<file path="config.mk">
export PLATFORM = sky130hd
export DESIGN_NAME = tone_scheduler
export DESIGN_NICKNAME = d
export VERILOG_FILES = /design/src/rtl/tone_scheduler.sv
export SDC_FILE = /design/constraint.sdc
export NUM_CORES = 1
export LEC_CHECK = 0
export BUFFER_PORTS_ARGS = -buffer_cell sky130_fd_sc_hd__buf_2
export CAP_MARGIN = 25
export CORE_ASPECT_RATIO = 0.8
export CORE_UTILIZATION = 55
export CTS_CLUSTER_DIAMETER = 150
export DETAILED_ROUTE_END_ITERATION = 10
export PLACE_DENSITY = 0.84
export SYNTH_ARGS = -nofsm -noshare
export SYNTH_HDL_FRONTEND = slang
export SYNTH_SLANG_ARGS = --single-unit
</file>
<file path="constraint.sdc">
create_clock -name clk -period 3.7 [get_ports clk]
set_clock_uncertainty 0.15 [all_clocks]
set_input_delay 0.74 -clock clk [delete_from_list [all_inputs] [get_ports clk]]
set_output_delay 0.74 -clock clk [all_outputs]
set_load 0.02 [all_outputs]
</file>
<file path="src/rtl/tone_scheduler.sv">
// tone_scheduler: queues timed note events in a small FIFO and plays them
// back-to-back, driving the tone divider's div_num and the output gate.
// Durations and articulation gaps are counted in external tick strobes.
module tone_scheduler #(
    parameter int N         = 11,
    parameter int DUR_W     = 16,
    parameter int GAP_TICKS = 0,
    parameter int DEPTH     = 4
) (
    input  logic             clk,
    input  logic             rst,
    input  logic             req_valid,
    output logic             req_ready,
    input  logic [N-1:0]     req_div,
    input  logic [DUR_W-1:0] req_dur,
    input  logic             req_rest,
    input  logic             tick,
    input  logic             abort,
    output logic [N-1:0]     div_num,
    output logic             gate,
    output logic             done,
    output logic             busy
);

    localparam int PTR_W = $clog2(DEPTH);
    localparam int CNT_W = PTR_W + 1;
    // Gap counter only needs to hold GAP_TICKS; keep at least one bit so the
    // GAP_TICKS == 0 build still elaborates cleanly.
    localparam int GAP_W = (GAP_TICKS < 2) ? 1 : $clog2(GAP_TICKS + 1);

    localparam logic [1:0] S_IDLE = 2'd0;
    localparam logic [1:0] S_PLAY = 2'd1;
    localparam logic [1:0] S_GAP  = 2'd2;

    // FIFO storage; the head entry is read asynchronously because the IDLE
    // state loads it on the same edge that pops it.
    logic [N-1:0]     mem_div  [DEPTH];
    logic [DUR_W-1:0] mem_dur  [DEPTH];
    logic             mem_rest [DEPTH];

    logic [PTR_W-1:0] wr_ptr_reg;
    logic [PTR_W-1:0] rd_ptr_reg;
    logic [CNT_W-1:0] count_reg;
    logic [CNT_W-1:0] count_next;

    logic [1:0]       state_reg;
    logic [DUR_W-1:0] remaining_reg;
    logic [GAP_W-1:0] gap_cnt_reg;
    logic [N-1:0]     div_num_reg;
    logic             gate_reg;
    logic             done_reg;

    logic             full;
    logic             empty;
    logic             push;
    logic             pop;
    logic [N-1:0]     head_div;
    logic [DUR_W-1:0] head_dur;
    logic             head_rest;

    assign full  = (count_reg == CNT_W'(DEPTH));
    assign empty = (count_reg == '0);

    // Ready deliberately ignores a same-cycle pop so it depends only on
    // registered state plus the abort/reset controls.
    assign req_ready = !full && !abort && !rst;
    assign push      = req_valid && req_ready;
    assign pop       = (state_reg == S_IDLE) && !empty && !abort && !rst;

    assign head_div  = mem_div[rd_ptr_reg];
    assign head_dur  = mem_dur[rd_ptr_reg];
    assign head_rest = mem_rest[rd_ptr_reg];

    assign div_num = div_num_reg;
    assign gate    = gate_reg;
    assign done    = done_reg;
    assign busy    = (state_reg != S_IDLE) || !empty;

    // Next occupancy: a simultaneous push and pop leaves the count unchanged.
    always_comb begin
        count_next = count_reg;
        if (push && !pop) begin
            count_next = count_reg + CNT_W'(1);
        end else if (pop && !push) begin
            count_next = count_reg - CNT_W'(1);
        end
    end

    // Write accepted requests into the slot addressed by the write pointer.
    always_ff @(posedge clk) begin
        if (push) begin
            mem_div[wr_ptr_reg]  <= req_div;
            mem_dur[wr_ptr_reg]  <= req_dur;
            mem_rest[wr_ptr_reg] <= req_rest;
        end
    end

    // FIFO pointers and occupancy; abort flushes just like reset.
    always_ff @(posedge clk) begin
        if (rst || abort) begin
            wr_ptr_reg <= '0;
            rd_ptr_reg <= '0;
            count_reg  <= '0;
        end else begin
            if (push) begin
                wr_ptr_reg <= wr_ptr_reg + PTR_W'(1);
            end
            if (pop) begin
                rd_ptr_reg <= rd_ptr_reg + PTR_W'(1);
            end
            count_reg <= count_next;
        end
    end

    // Note playback state machine: load in IDLE, count ticks in PLAY/GAP.
    always_ff @(posedge clk) begin
        if (rst) begin
            state_reg     <= S_IDLE;
            remaining_reg <= '0;
            gap_cnt_reg   <= '0;
            div_num_reg   <= '0;
            gate_reg      <= 1'b0;
            done_reg      <= 1'b0;
        end else if (abort) begin
            // Silence immediately; div_num is left alone so the divider does
            // not see a spurious ratio change.
            state_reg <= S_IDLE;
            gate_reg  <= 1'b0;
            done_reg  <= 1'b0;
        end else begin
            done_reg <= 1'b0;
            case (state_reg)
                S_IDLE: begin
                    gate_reg <= 1'b0;
                    if (pop) begin
                        if (head_dur == '0) begin
                            // Zero-length event: consumed and acknowledged only.
                            done_reg <= 1'b1;
                        end else begin
                            div_num_reg   <= head_div;
                            remaining_reg <= head_dur;
                            gate_reg      <= !head_rest;
                            state_reg     <= S_PLAY;
                        end
                    end
                end
                S_PLAY: begin
                    if (tick) begin
                        // remaining is at least 1 here, so this never wraps.
                        remaining_reg <= remaining_reg - DUR_W'(1);
                        if (remaining_reg == DUR_W'(1)) begin
                            gate_reg <= 1'b0;
                            if (GAP_TICKS == 0) begin
                                done_reg  <= 1'b1;
                                state_reg <= S_IDLE;
                            end else begin
                                gap_cnt_reg <= GAP_W'(GAP_TICKS);
                                state_reg   <= S_GAP;
                            end
                        end
                    end
                end
                S_GAP: begin
                    gate_reg <= 1'b0;
                    if (tick) begin
                        gap_cnt_reg <= gap_cnt_reg - GAP_W'(1);
                        if (gap_cnt_reg == GAP_W'(1)) begin
                            done_reg  <= 1'b1;
                            state_reg <= S_IDLE;
                        end
                    end
                end
                default: begin
                    state_reg <= S_IDLE;
                    gate_reg  <= 1'b0;
                end
            endcase
        end
    end

endmodule
</file>
Word level (Yosys, flattened, before mapping)
Memories as Yosys holds them, arrays and structs flattened. A register that Yosys moved wholly into a read port is not among the register bits.
Index checks and enable logic that the tools add are counted.
{"block": "word_totals", "elab_cells": 89, "regBits": 28, "mem_bits_rw": 112, "output_inout_bits": 15, "n_memories": 3, "inputBits": 33}
{"block": "classes", "n_mux": 31, "bitwise_logic": 2, "n_reduce_logical": 29, "n_addsub": 6, "eq_ne": 10}
{"memory": "mem_dur", "depth": 4, "word_bits": 16, "rd": 1, "rd_clocked_by_memory_dff": 1, "write_ports": 1, "line": "38", "text": "logic [DUR_W-1:0] mem_dur [DEPTH];"}
{"memory": "mem_div", "depth": 4, "word_bits": 11, "rd": 1, "rd_clocked_by_memory_dff": 1, "write_ports": 1, "line": "37", "text": "logic [N-1:0] mem_div [DEPTH];"}
{"memory": "mem_rest", "depth": 4, "word_bits": 1, "rd": 1, "rd_clocked_by_memory_dff": 1, "write_ports": 1, "line": "39", "text": "logic mem_rest [DEPTH];"}
{"operator": "two-way mux 16 bit", "count": 3}
{"operator": "case mux 16 bit (2 select lines)", "count": 1}
{"operator": "two-way mux 2 bit", "count": 10}
{"operator": "equality test 16 x 1 -> 1 bit (second input constant)", "count": 1}
{"operator": "zero test 16 bit", "count": 1}
{"operator": "subtractor 16 x 1 -> 16 bit (second input constant)", "count": 1}
{"operator": "two-way mux 1 bit", "count": 12}
{"operator": "inequality test 2 bit (second input constant)", "count": 6}
{"operator": "logical AND 1 bit", "count": 8}
{"operator": "zero test 1 bit", "count": 7}
{"operator": "two-way mux 3 bit", "count": 2}
{"operator": "case mux 2 bit (3 select lines)", "count": 1}
{"operator": "AND reduction 6 bit", "count": 1}
{"operator": "nonzero test 2 bit", "count": 3}
{"operator": "AND reduction 5 bit", "count": 1}
{"operator": "adder 2 x 1 -> 2 bit (second input constant)", "count": 2}
{"operator": "AND reduction 4 bit", "count": 1}
{"operator": "adder 3 x 1 -> 3 bit (second input constant)", "count": 1}
{"operator": "equality test 3 bit (second input constant)", "count": 1}
{"operator": "zero test 3 bit", "count": 1}
{"operator": "case mux 1 bit (3 select lines)", "count": 1}
{"operator": "AND reduction 3 bit", "count": 1}
{"operator": "subtractor 3 x 1 -> 3 bit (second input constant)", "count": 1}
{"operator": "equality test 2 x 1 -> 1 bit (second input constant)", "count": 1}
{"operator": "8 further kinds", "count": 10}

Longest topological paths before layout
{"block": "depth", "word_depth": 9, "ltp_mapped": 12, "ltp_nobuf": 9}

Least setup slack after synthesis
Ideal clock, no wire load.
{"block": "synth_path", "path_kind": "input-to-reg", "start": "in abort", "end": "reg count_reg[2]", "setup_slack_ns": 0.089, "n_path_buf": 3, "stages": 12, "arrival_ns": 3.390, "cell_sequence": "clkbuf_1 -> or2_2 -> clkbuf_1 -> a21oi_1 -> and2_1 -> clkbuf_1 -> ha_1 -> inv_1 -> fa_1 -> xor2_1 -> or3_1 -> a21oi_1"}
{"block": "synth_via", "elab_chain_cells": 7}
{"item": "start, declared", "line": "18", "text": "input logic abort,"}
{"item": "zero test 1 bit *", "line": "66", "text": "assign req_ready = !full && !abort && !rst;"}
{"item": "logical AND 1 bit * (2 in a row)", "line": "66"}
{"item": "via req_ready", "line": "13", "text": "output logic req_ready,"}
{"item": "logical AND 1 bit *", "line": "67", "text": "assign push = req_valid && req_ready;"}
{"item": "via push", "line": "55", "text": "logic push;"}
{"item": "zero test 1 bit", "line": "84", "text": "end else if (pop && !push) begin"}
{"item": "logical AND 1 bit", "line": "84"}
{"item": "nonzero test 2 bit (no line)"}
{"item": "end signal, assigned", "line": "111", "text": "count_reg <= count_next;"}
{"item": "end, declared", "line": "43", "text": "logic [CNT_W-1:0] count_reg;"}
Mark *: on every way through the listed nets, which the timed path passes. The rest lies on a longest branch.
A chain may end at the register's enable or synchronous reset.

==> results.sh <==
export IMPL_rsz0062_at_grt="no"
export IMPL_clkSinkCount=151
export IMPL_p_per_area_nw_per_um2=508
export IMPL_largest_reg_flops=64
export IMPL_setup_tns_final_ps=0
export IMPL_final_antenna_net_count=0
export IMPL_row_count=34
export IMPL_crit_arrival_ps=3270
export IMPL_antenna_found_initial=0
export IMPL_fmax_mhz=325
export IMPL_synth_ff_type="edfxtp_1"
export IMPL_wl_per_cell_um=21.7
export IMPL_clk_latency_ps=420
export IMPL_final_nets=525
export IMPL_syn_area_um2=6390
export IMPL_worstPathCellList="buf_4 > buf_4 > mux4_2 > nor4_2 > and4_1 > buf_4 > o21ai_0 > a21oi_1"
export IMPL_yosysWarnings=0
export IMPL_status="finished, final reports clean"
export IMPL_min_period_ps=3070
export IMPL_critical_path_class="flip-flop to flip-flop"
export IMPL_endpoint_kind="flip-flop"
export IMPL_initial_core_util_pct=57.6
export IMPL_ctsResizeCount=0
export IMPL_area_growth_pct=15.7
export IMPL_cpMostUsedCell="buf_4"
export IMPL_p_switching_mw=0.851
export IMPL_wl_mm=13.9
export IMPL_num_antenna_cells=0
export IMPL_yosysUniqueCellTypes=67
export IMPL_nFillCells=737
export IMPL_intPower_mw=2.90
export IMPL_setup_worst_path_start_class="flip-flop"
export IMPL_grt_use_total_pct=25.7
export IMPL_drc=0
export IMPL_swShare_pct=22.7
export IMPL_die_w_um=123
export IMPL_cts_root_buf="clkbuf_16"
export IMPL_grt_max_degree=29
export IMPL_synth_edff_count=112
export IMPL_fin_crit_sh_pct=83.0
export IMPL_ys_ff_latch=151
export IMPL_cp_num_buf_inv=3
export IMPL_drive_gt1_share_pct=27.4
export IMPL_place_gp_congestion=0.909
export IMPL_seq_power_share_pct=49.2
export IMPL_dp_hpwl_mm=8.94
export IMPL_pre_cts_slack_ps=473
export IMPL_clock_path_buffers=2
export IMPL_clkTransAtPathRegs_ps=60
export IMPL_setup_viol=0
export IMPL_dieArea_um2=12100
export IMPL_crit_slowest_cell="and4_1"
export IMPL_hold_path_class="flip-flop to flip-flop"
export IMPL_dr_pass1_iters=6
export IMPL_synth_async_reset_ratio_pct=0
export IMPL_die_h_um=98.4
export IMPL_grt_overflow=0
export IMPL_grt_pass1_wl_mm=22.5
export IMPL_final_hold_viol_count=0
export IMPL_cts_tree="built"
export IMPL_max_vdd_ir_drop_mv=0.476
export IMPL_power_frac_comb_pct=4.1
export IMPL_drv_cap=0
export IMPL_leakagePower_nw=2.55
export IMPL_tightest_slew_ps=865
export IMPL_crit_fanout=13
export IMPL_first_global_vias=4183
export IMPL_synth_cells=429
export IMPL_slew_headroom_pct=42.3
export IMPL_ctsHoldBuffers=0
export IMPL_htree_num_levels=4
export IMPL_syn_num_nets=470
export IMPL_drv_slew=0
export IMPL_numCtsBuffers=17
export IMPL_ios=48
export IMPL_synth_seq_area_share_pct=64.8
export IMPL_syn_avg_cell_area_um2=14.9
export IMPL_viasPerCell=6.37
export IMPL_drt_iter0_drc=384
export IMPL_post_cts_setup_buffers=0
export IMPL_layout_setup_ws_ps=627
export IMPL_share_clk_of_total_power_pct=46.7
export IMPL_coreArea_um2=11100
export IMPL_vias=4085
export IMPL_path_delay_family="simple AND/OR/NAND/NOR gates"
export IMPL_required_ps=3900
export IMPL_port_buffers=47
export IMPL_worst_path_largest_cell_delay_ps=540
-- cell usage after synthesis, types with 3 or more instances --
library cell / count / area (µm²)
or2_2: 4 / 25.0
o22ai_1: 3 / 18.8
mux4_2: 23 / 518
ha_1: 7 / 87.6
clkbuf_1: 16 / 60.1
mux2i_1: 3 / 30.0
inv_1: 8 / 30.0
or3_1: 7 / 43.8
o31a_1: 3 / 26.3
o31ai_1: 7 / 52.6
nand2b_1: 3 / 18.8
xor2_1: 3 / 26.3
dfxtp_1: 39 / 781
nand2_1: 25 / 93.8
nand3_1: 19 / 95.1
and3_1: 7 / 43.8
a22oi_1: 4 / 30.0
o41ai_1: 4 / 35.0
a311o_1: 3 / 30.0
mux4_1: 5 / 131
o21ai_0: 12 / 60.1
a21oi_1: 23 / 115
buf_2: 4 / 20.0
edfxtp_1: 112 / 3360
nor3_1: 11 / 55.1
nor2_1: 17 / 63.8
nor4_2: 3 / 37.5
or4_1: 3 / 22.5
o21ai_1: 4 / 20.0
buf_1: 3 / 11.3
-- cell type report --
type | count | area, µm² | share of cell area (%)
clock inverter | 12 | 114 | 1.54
inverter | 9 | 33.8 | 0.457
timing repair buffer | 63 | 355 | 4.81
tap | 144 | 180 | 2.44
sequential | 151 | 4140 | 56.1
multi-input combinational | 242 | 2060 | 27.9
clock buffer | 20 | 500 | 6.77
-- metal layers --
metal / vias to the layer above / share of wire, % / global-route usage [%]
met5: - / 0 / 0
met2: 202 / 49 / 39.9
met4: 0 / 2.0 / 10.6
met3: 22 / 7.7 / 6.19
met1: 2045 / 41 / 34.9
li1: 1816 / - / -
-- power groups by stage --
| stage | registers (mW) | clock network (mW) | logic (mW) |
|---|---|---|---|
| after detailed placement | 1.88 | 0 | 0.150 |
| after CTS | 1.85 | 1.77 | 0.151 |
| after global placement | 1.88 | 0 | 0.143 |
| after global routing | 1.85 | 1.84 | 0.166 |
| after floorplan | 1.88 | 0 | 0.0878 |
| final | 1.85 | 1.75 | 0.153 |
-- worst paths after layout --
kind / from / to / slack (ps) / cells after the start
min reg2reg: div_num[5] / div_num[5] / 340 / 2
max reg2reg: flip-flop / div_num[9] / 630 / 8
min: div_num[5] / div_num[5] / 340 / 2
max: flip-flop / div_num[9] / 630 / 8
-- cells in the final DEF (no fill, tap or decap), types with 4 or more instances in the layout --
master | synthesis | routed
edfxtp_1 | 112 | 112
buf_2 | 4 | 47
dfxtp_1 | 39 | 39
nand2_1 | 25 | 25
a21oi_1 | 23 | 23
mux4_2 | 23 | 23
clkbuf_16 | 0 | 20
nand3_1 | 19 | 19
nor2_1 | 17 | 17
buf_4 | 0 | 16
o21ai_0 | 12 | 12
nor3_1 | 11 | 11
inv_1 | 8 | 8
and3_1 | 7 | 7
or3_1 | 7 | 7
o31ai_1 | 7 | 7
ha_1 | 7 | 7
mux4_1 | 5 | 5
inv_8 | 0 | 5
or2_2 | 4 | 4
o41ai_1 | 4 | 4
a22oi_1 | 4 | 4
o21ai_1 | 4 | 4
-- per-stage QoR --
step	cells	utilization (%)	area [µm²]	hold WS, ps	total power [mW]
finish	641	66.6	7390	338	3.75
global route	641	66.6	7390	359	3.86
CTS	641	66.6	7390	335	3.77
detailed placement	609	61.0	6780	326	2.03
global placement	609	61.0	6780	309	2.02
floorplan	429	-	6390	322	1.97
-- cell families (layout without fill, tap and decap cells) --
group / after synthesis / in the layout / synth area share [%]
DFF: 151 / 151 / 64.8
muxes: 32 / 32 / 10.8
AOI/OAI and AO/OA: 84 / 84 / 9.34
buffers and inverters: 36 / 104 / 2.86
xor gates and xnor gates: 5 / 5 / 0.685
and+or+nand+nor: 113 / 113 / 9.79
adders and majority gates: 8 / 8 / 1.68
-- worst min-delay path: stages (launching register included) --
cell	delay, ps
dfxtp_1	310
o21ai_1	60
a21oi_1	70
Power figures use the tool's default switching activity.
